### src/rtl/popcount18_weight_enum.sv
// Enumerates every N-bit vector of Hamming weight K in ascending order over a valid/ready stream.
// Optional exact popcount side-channel and on-line weight check under `POPCOUNT18_REF_EN.
module popcount18_weight_enum #(
    parameter int N  = 18,
    parameter int CW = 5,
    parameter int IW = 16
) (
    input  logic          clk,
    input  logic          rst_n,
    input  logic          start,
    input  logic [CW-1:0] k_in,
    input  logic          abort,
    output logic          vec_valid,
    input  logic          vec_ready,
    output logic [N-1:0]  vec_out,
    output logic [IW-1:0] vec_idx,
    output logic          vec_last,
    output logic          busy,
    output logic          done,
    output logic          err,
    output logic [CW-1:0] ref_count
);

    localparam int SW = $clog2(N + 1);
    localparam logic [CW-1:0] K_MAX = CW'(N);

    typedef enum logic [1:0] {S_IDLE, S_GEN, S_DONE} state_t;

    state_t        state, state_d;
    logic [N-1:0]  vec_d, vec_nxt, first_pat, last_pat;
    logic [IW-1:0] idx_d;
    logic          valid_d, err_d;
    logic [CW-1:0] k_reg, k_d;

    // Gosper's successor, widened by one bit so the carry out of the lowest run is kept
    logic [N:0]    v_x, c_x, r_x, t_x, gos;
    logic [SW-1:0] sh;
    logic          unused_msb;

    always_comb begin
        v_x = {1'b0, vec_out};
        c_x = v_x & (~v_x + (N+1)'(1));
        r_x = v_x + c_x;
        t_x = (r_x ^ v_x) >> 2;
        sh  = '0;
        for (int i = N; i >= 0; i--)
            if (c_x[i]) sh = SW'(i);
        gos = r_x | (t_x >> sh);
    end

    assign vec_nxt    = gos[N-1:0];
    assign unused_msb = gos[N];

    always_comb begin
        for (int i = 0; i < N; i++) begin
            first_pat[i] = (i < int'(k_in));
            last_pat[i]  = (i >= N - int'(k_reg));
        end
    end

    assign vec_last = vec_valid && (vec_out == last_pat);
    assign busy     = (state == S_GEN);
    assign done     = (state == S_DONE);

    always_comb begin
        state_d = state;
        vec_d   = vec_out;
        idx_d   = vec_idx;
        valid_d = vec_valid;
        k_d     = k_reg;
        err_d   = 1'b0;
        case (state)
            S_IDLE: begin
                if (start) begin
                    if (k_in > K_MAX) begin
                        err_d = 1'b1;
                    end else begin
                        state_d = S_GEN;
                        vec_d   = first_pat;
                        idx_d   = '0;
                        valid_d = 1'b1;
                        k_d     = k_in;
                    end
                end
            end
            S_GEN: begin
                // abort beats a simultaneous handshake
                if (abort) begin
                    state_d = S_IDLE;
                    valid_d = 1'b0;
                end else if (vec_valid && vec_ready) begin
                    if (vec_last) begin
                        state_d = S_DONE;
                        valid_d = 1'b0;
                    end else begin
                        vec_d = vec_nxt;
                        idx_d = vec_idx + IW'(1);
                    end
                end
            end
            S_DONE:  state_d = S_IDLE;
            default: state_d = S_IDLE;
        endcase
    end

    always_ff @(posedge clk or negedge rst_n) begin
        if (!rst_n) begin
            state     <= S_IDLE;
            vec_out   <= '0;
            vec_idx   <= '0;
            vec_valid <= 1'b0;
            k_reg     <= '0;
            err       <= 1'b0;
        end else begin
            state     <= state_d;
            vec_out   <= vec_d;
            vec_idx   <= idx_d;
            vec_valid <= valid_d;
            k_reg     <= k_d;
            err       <= err_d;
        end
    end

`ifdef POPCOUNT18_REF_EN
    function automatic logic [CW-1:0] popcnt(input logic [N-1:0] v);
        logic [CW-1:0] s;
        s = '0;
        for (int i = 0; i < N; i++) s = s + CW'(v[i]);
        return s;
    endfunction

    logic [CW-1:0] ref_q;

    // follows vec_d, so it holds through stalls exactly like vec_out
    always_ff @(posedge clk or negedge rst_n) begin
        if (!rst_n) ref_q <= '0;
        else        ref_q <= popcnt(vec_d);
    end

    assign ref_count = ref_q;

`ifndef SYNTHESIS
    a_weight: assert property (@(posedge clk) disable iff (!rst_n)
        vec_valid |-> (popcnt(vec_out) == k_reg))
        else $error("popcount of vec_out differs from target weight");
`endif
`else
    assign ref_count = '0;
`endif

endmodule

### config.mk
export PLATFORM = sky130hd
export DESIGN_NAME = popcount18_weight_enum
export DESIGN_NICKNAME = d
export VERILOG_FILES = /design/src/rtl/popcount18_weight_enum.sv
export SDC_FILE = /design/constraint.sdc
export NUM_CORES = 1
export LEC_CHECK = 0
export CAP_MARGIN = 40
export CORE_AREA = 2 2 122 124
export DETAILED_ROUTE_END_ITERATION = 6
export DIE_AREA = 0 0 124 126
export GPL_ROUTABILITY_DRIVEN = 0
export SLEW_MARGIN = 0
export SYNTH_ARGS = -nofsm -noshare
export SYNTH_HDL_FRONTEND = slang
export SYNTH_SLANG_ARGS = --single-unit
### constraint.sdc
create_clock -name clk -period 5.5 [get_ports clk]
set_input_delay 1.1 -clock clk [delete_from_list [all_inputs] [get_ports clk]]
set_output_delay 1.1 -clock clk [all_outputs]
set_load 0.01 [all_outputs]
[Yosys cells after proc, flatten, opt, wreduce, memory -nomap -nowiden]
Index checks and enable logic that the tools add are counted.
Word-level totals
  register bits after elaboration: 43
  bits in latches: 0
  memory bits (writable): 0
  bits in read-only memories: 0
  input port bits: 10
  output and inout port bits: 44
  word-level logic and storage cells: 117
  memories kept: 0
Cells by class
  $add $sub $neg: 4
  multipliers: 0
  divide/modulo/power cells: 0
  order comparisons: 37
  equality and inequality tests: 10
  shift operators: 1
  multiplexer cells: 46
  bitwise gates (word level): 5
  reduce and logical (&&, ||, !) cells: 8
Operators with widths (number)
  2-to-1 mux 5 bit: 19
  2-to-1 mux 18 bit: 5
  2-to-1 mux 16 bit: 5
  >= comparator 5 x 6 -> 1 bit, first input constant: 8
  < comparator 4 x 5 -> 1 bit, first input constant: 8
  one-hot mux 18 bit (2 select lines): 1
  one-hot mux 16 bit (2 select lines): 1
  >= comparator 4 x 6 -> 1 bit, first input constant: 4
  < comparator 3 x 5 -> 1 bit, first input constant: 4
  adder 18 x 19 -> 19 bit: 1
  adder 19 x 1 -> 19 bit, second input constant: 1
  AND 18 x 19 -> 19 bit: 1
  NOT 18 -> 19 bit: 1
  bitwise XOR 19 x 18 -> 19 bit: 1
  == test 18 bit: 1
  OR 18 bit: 1
  right shift 17 x 5 -> 18 bit: 1
  adder 16 x 1 -> 16 bit, second input constant: 1
  >= comparator 3 x 6 -> 1 bit, first input constant: 2
  >= comparator 6 bit, first input constant: 2
  < comparator 1 x 5 -> 1 bit, first input constant: 2
  < comparator 2 x 5 -> 1 bit, first input constant: 2
  < comparator 5 bit, first input constant: 2
  2-to-1 mux 2 bit: 5
  other kinds (21): 32

[Logic depth before layout (Yosys ltp)]
Gate-level depths: netlist of run 1.
  depth after elaboration: 28
  mapped depth: 14
  gate-level depth less buffers: 11

[Worst setup path before layout of run 1]
No wires, ideal clock.
  path type: reg2out
  from: register k_reg[0]
  to: output vec_last
  data arrival time: 2.349 ns
  required time: 4.400 ns
  slack: 2.051 ns
  stages on the path, launching flop included: 12
  buffers on the path: 2
  path through: dfrtp_1 > clkbuf_1 > inv_1 > ha_1 > clkbuf_1 > a31o_2 > a222oi_1 > xnor2_1 > a21oi_1 > and4b_1 > nand2_1 > nor2_1
On the way
  word-level cells in the longest chain between the ends: 4
  elaborated cells on any way between the ends: 21
  classes of those cells: 1 x add/sub; 18 x order compare; 1 x eq/ne; 1 x reduce/logical
Ends and longest elaborated chain
  from (decl): RTL line 33  | logic [CW-1:0] k_reg, k_d;
  from (signal assigned): RTL line 119  | k_reg <= k_d;
  subtractor 5 x 5 -> 6 bit (*): RTL line 57  | last_pat[i] = (i >= N - int'(k_reg));
  >= comparator 1 x 6 -> 1 bit, or another cell as far along: RTL line 57
  == test 18 bit (*): RTL line 61  | assign vec_last = vec_valid && (vec_out == last_pat);
  logical AND 1 bit (*): RTL line 61
  to (decl): RTL line 17  | output logic vec_last,
Every way passes the cells marked *; elsewhere a longest branch is shown, timed or not.

[Worst setup path in the final report of run 1]
  from: register k_reg[1]
  to: output vec_last
The elaborated chain is that of the path after synthesis.

==> impl_metrics.tcl, run 1 <==
set metrics [dict create \
    drt_iter0_drc 817 \
    avgSynthCellArea_um2 7.16 \
    synthSimpleGateAreaFrac_pct 28.6 \
    critPathKind "reg2out" \
    drc 0 \
    num_vias 5717 \
    post_cts_buffers 0 \
    max_freq_ghz 0.209 \
    die_w_um 124 \
    dp.cells 875 \
    min_from "vec_idx[15]$_DFFE_PN0P_" \
    clock_sinks 43 \
    clk_pin_slew_ns 0.06 \
    grt_pass1_wl_mm 29.2 \
    htreeDepth 2 \
    register_area_um2 1080 \
    r2r-start "k_reg[1]$_DFFE_PN0P_" \
    postCtsHoldBufs 0 \
    io_pins 54 \
    hold_slack_ns 0.553 \
    ir_worst_vdd_v 0.000273 \
    yosysWarnings 0 \
    synth_top_cell_by_area "dfrtp_1" \
    path_max_fanout 21 \
    grt_max_degree 37 \
    hold_class "reg2reg" \
    synth_top_family_by_area "compound AO/OA/AOI/OAI gates" \
    fin_worst_skew_ns 0.00597 \
    grt-ovfl-total 0 \
    die-height_um 126 \
    cts_tree "built" \
    std_cell_rows 44 \
    largest_reg_flops 18 \
    whs_path_depth 2 \
    crit_required_ns 4.40 \
    synth-edff-count 0 \
    n_antenna_cell 0 \
    synth_xor_xnor_area_share_pct 1.25 \
    p_leak_uw 0.00207 \
    synth_cells 686 \
    finalSetupViolCount 0 \
    cts_resized 0 \
    wl_per_cell_um 20.8 \
    run_status "complete, no violations" \
    synth_top_area_share_pct 21.9 \
    io_buffer_count 48 \
    tightest_slew_ns 0.971 \
    hpwl_mm 13.6 \
    routed_wirelength_mm 18.4 \
    setup.worst_path.end_class "output pin" \
    ys.flop_type "dfrtp_1" \
    synth-compound-area-share_pct 37.1 \
    cellPowerDensity_nw_per_um2 401 \
    fin_crit_sh_pct 87.2 \
    worst_hold_path.endpoint "vec_idx[15]$_DFFE_PN0P_" \
    die_area_um2 15600 \
    cts_buffers 5 \
    ant_nets 0 \
    cp-start-kind "flip-flop" \
    slew_headroom_pct 34.8 \
    grt_pass1_vias 5361 \
    grtUsageTotal_pct 23.7 \
    synth_area_um2 4910 \
    synth-async-reset-ratio_pct 100 \
    rrSetupSlack_ns 1.10 \
    core_area_um2 14300 \
    multi_input_area_um2 3490 \
    grt_setup_unrepaired "false" \
    avgViaCountPerCell 6.47 \
    r2r-end "vec_out[1]$_DFFE_PN0P_" \
    maxCapViolCount 0 \
    firstDrtPassIters 5 \
    yosysUniqueCellTypes 85 \
    synth_adder_area_share_pct 1.02 \
    grt_antenna_before_repair 0 \
    root_buffer "clkbuf_16" \
    syn_to_final_growth_pct 15.3 \
    cts_buffer_depth 2 \
    drive_above_1_share_pct 7.01 \
    reg2reg_depth 10 \
    seq_area_frac_synth_pct 21.9 \
    instances_no_fill 883 \
    synth_area_leaders "dfrtp_1 22%, a21oi_1 5.6%, o21ai_0 5.4%, nor2_1 4.7%, nand2_1 4.7%" \
    min_period_ns 4.79 \
    fillers 1479 \
    ys_ff_latch 43 \
    cp_data_arrival_time_ns 3.69 \
    finalSetupTns_ns 0 \
    start_util_pct 34.3 \
    hold_violations 0 \
    finalNetCount 712 \
    insertion_delay_ns 0.29 \
    synth.area.mux_share_pct 2.47 \
    drv_slew 0 \
]
cell usage after synthesis, drive strengths merged (6+ instances only):
master and count:
o31ai 14, o21ai 57, a221oi 6, a31oi 10, or4 11, and2 7, a22oi 6, nor2 62
nor3 27, or3 14, nand4 11, mux2i 11, buf 19, o21a 7, a21boi 9, clkbuf 42
and3 6, a21oi 55, a211oi 18, nand2b 14, inv 24, nand3 25, o211ai 17, nor4 9
o22ai 6, nand2 61, o221ai 7, dfrtp 43
critical path, stage by stage (launching register included):
cell and delay, ns:
dfrtp_1 0.54, ha_1 0.66, nand3_1 0.15, a221oi_1 0.50, nand3_1 0.18, xnor2_1 0.17, a21oi_1 0.09, and4b_1 0.32
nand2_1 0.07, nor2_1 0.16, clkdlybuf4s50_1 0.57
final cells by class:
type | instances | area share [%]
multi-input cells | 561 | 61.7
flip-flops and latches | 43 | 19.0
repair buffers | 62 | 10.5
well taps | 184 | 4.07
clock buffers | 6 | 2.45
inverters | 25 | 1.66
clock inverters | 2 | 0.685
per-layer routing:
metal,vias to the layer above,global-route usage (%),part of all wire (%)
li1,2619,-,-
met1,2672,34.0,43
met2,371,34.5,43
met3,55,5.34,10
met4,0,8.72,3.2
met5,-,0,0
cell families (layout without fill, tap and decap cells):
logic type	count (synthesis)	count (layout)
and+or+nand+nor	272	272
AOI/OAI and AO/OA	261	261
buffers and inverters	86	95
DFF	43	43
muxes	12	12
xor gates and xnor gates	7	7
adders and majority gates	4	4
other	1	5
metrics by stage:
| step | worst slack, ns | util, % | total power [µW] | instance area (µm²) |
|---|---|---|---|---|
| floorplan | 2.05 | - | 1410 | 4930 |
| global placement | 1.14 | 38.1 | 1870 | 5450 |
| detailed placement | 1.07 | 38.3 | 1870 | 5490 |
| CTS | 0.765 | 39.6 | 2240 | 5660 |
| global route | 0.438 | 39.6 | 2410 | 5660 |
| finish | 0.706 | 39.6 | 2270 | 5660 |
worst max path at each step:
stage	endpoint	depth (start not counted)	start	slack [ns]
after floorplan	vec_last	11	k_reg[0]$_DFFE_PN0P_	2.05
after global placement	vec_last	10	k_reg[1]$_DFFE_PN0P_	1.14
after detailed placement	vec_last	10	k_reg[1]$_DFFE_PN0P_	1.07
after CTS	vec_last	10	k_reg[1]$_DFFE_PN0P_	0.77
after global routing	vec_last	10	k_reg[1]$_DFFE_PN0P_	0.44
final	vec_last	10	k_reg[1]$_DFFE_PN0P_	0.71
power breakdown:
part,leakage (µW),internal [µW],switching [µW]
logic,0.00146,512,790
clock network,0.0000875,228,130
registers,0.000528,375,236
total,0.00207,1120,1160
cells in the final DEF, fill, tap and decap left out, types with 10 or more instances in the layout:
cell and instances:
clkdlybuf4s50_1 47, nor3_1 26, o21ai_0 53, nand4_1 11, o211ai_1 17, o31ai_1 12, or3_1 14, buf_4 13
nor2_1 62, a21oi_1 55, mux2i_1 11, nand3_1 25, dfrtp_1 43, a211oi_1 16, inv_1 24, a31oi_1 10
nand2b_1 14, nand2_1 61
No activity file was read; power rests on OpenSTA's default activity.
==> inputs of run 2 (changes only) <==
PLACE_DENSITY = 0.57   (was unset)
==> run 2 against run 1 <==
Flip-flop and latch count unchanged. Combinational power increased by 3%. First-iteration DRC count grew 0.98%. Worst hold slack worse by 0.020 ns. Largest cell class unchanged. Core utilization shrank 0.25 points. Register-to-register slack improved by 0.20 ns. Worst setup slack better by 0.021 ns.
==> impl_metrics.tcl, run 2 (synthesis results as in run 1) <==
set metrics [dict create \
    drt_iter0_drc 825 \
    slew_headroom_pct 43.5 \
    hold_class "reg2reg" \
    grt_antenna_before_repair 0 \
    p_sw_uw 1170 \
    path_max_fanout 21 \
    cp-start-kind "flip-flop" \
    drv_slew 0 \
    finalSetupTns_ns 0 \
    run_status "complete, no violations" \
    hpwl_mm 13.6 \
    finalSetupViolCount 0 \
    core_area_um2 14300 \
    whs_path_depth 2 \
    grt_pass1_wl_mm 29.4 \
    syn_to_final_growth_pct 14.5 \
    crit_required_ns 4.40 \
    firstDrtPassIters 7 \
    p_seq_share_pct 26.6 \
    min_period_ns 4.77 \
    htreeDepth 2 \
    p_comb_share_pct 60.3 \
    drive_above_1_share_pct 6.87 \
    clock_sinks 43 \
    ir_worst_vdd_v 0.000129 \
    routed_wirelength_mm 18.5 \
    cts_buffers 5 \
    maxCapViolCount 0 \
    p_clk_share_pct 13.1 \
    final_cell_mix "62 x nor2_1, 61 x nand2_1, 55 x a21oi_1, 53 x o21ai_0, 47 x clkdlybuf4s50_1" \
    avgViaCountPerCell 6.53 \
    switching_share_pct 52.6 \
    fin_crit_sh_pct 86.8 \
    p_int_uw 1060 \
    fin_worst_skew_ns 0.00515 \
    max_freq_ghz 0.209 \
    fillers 1499 \
    num_vias 5762 \
    die_w_um 124 \
    clk_pin_slew_ns 0.06 \
    hold_violations 0 \
    critPathKind "reg2out" \
    io_pins 54 \
    grt_max_degree 33 \
    die_area_um2 15600 \
    tightest_slew_ns 0.841 \
    std_cell_rows 44 \
    ant_nets 0 \
    start_util_pct 34.3 \
    die-height_um 126 \
    grt_pass1_vias 5461 \
    setup.worst_path.end_class "output pin" \
    root_buffer "clkbuf_16" \
    cts_resized 0 \
    post_cts_buffers 0 \
    grt_setup_unrepaired "false" \
    n_antenna_cell 0 \
    p_leak_uw 0.00205 \
    finalNetCount 712 \
    reg2reg_depth 10 \
    final_core_util_pct 39.3 \
    grt-ovfl-total 0 \
    largest_reg_flops 18 \
    cts_tree "built" \
    cellPowerDensity_nw_per_um2 396 \
    cts_buffer_depth 2 \
    postCtsHoldBufs 0 \
    cp_data_arrival_time_ns 3.67 \
    grtUsageTotal_pct 23.8 \
    io_buffer_count 48 \
    wl_per_cell_um 21.0 \
    mostFrequentLayoutCell "nor2_1" \
    drc 0 \
    insertion_delay_ns 0.29 \
]
run 2: final timing paths:
path | start | to | slack (ns)
max in group asynchronous | rst_n | vec_idx[3]$_DFFE_PN0P_ | 4.26
max | k_reg[1]$_DFFE_PN0P_ | vec_last | 0.73
min reg2reg | vec_idx[1]$_DFFE_PN0P_ | vec_idx[1]$_DFFE_PN0P_ | 0.53
min | vec_idx[1]$_DFFE_PN0P_ | vec_idx[1]$_DFFE_PN0P_ | 0.53
min in group asynchronous | rst_n | vec_out[16]$_DFFE_PN0P_ | 0.75
max reg2reg | k_reg[1]$_DFFE_PN0P_ | vec_out[5]$_DFFE_PN0P_ | 1.30
run 2: final cells by class:
class                      instances  area, µm²  area share, %
clock buffer                       6        129           2.29
clock inverter                     2       12.5          0.222
inverter                          25       93.8           1.67
multi-input combinational        561       3490           62.1
sequential                        43       1080           19.1
tap                              184        230           4.09
timing repair buffer              62        593           10.5
run 2: power groups by stage:
stage	combinational (µW)	clock, µW	sequential [µW]
2_1_floorplan	954	0	460
3_3_place_gp	1280	0	588
3_5_place_dp	1300	0	588
4_1_cts	1300	298	584
5_1_grt	1450	312	604
6_report	1340	291	593
run 2: worst max-delay path, stage by stage (launching register included):
cell	delay [ns]
dfrtp_1	0.49
ha_1	0.48
nor4bb_1	0.59
nor3_1	0.16
o21ai_0	0.21
o211ai_1	0.11
a311oi_1	0.29
and4b_1	0.29
nand2_1	0.06
nor2_1	0.15
clkdlybuf4s50_1	0.57
run 2: through the flow:
step / hold WS [ns] / total power (µW) / std cells / area (µm²) / worst slack, ns
after floorplan: 0.547 / 1410 / 690 / 4930 / 2.05
after detailed placement: 0.530 / 1880 / 875 / 5490 / 1.08
final: 0.533 / 2230 / 883 / 5630 / 0.726
after global placement: 0.525 / 1870 / 873 / 5460 / 1.19
after global routing: 0.568 / 2370 / 883 / 5630 / 0.404
after CTS: 0.544 / 2190 / 883 / 5630 / 0.759
run 2: layer usage:
metal	GRT usage (%)	wire length (µm)	part of all wire (%)
met3	4.17	1870	10
met4	10.7	817	4.4
met1	32.3	7520	41
met5	0	0	0
met2	36.7	8330	45
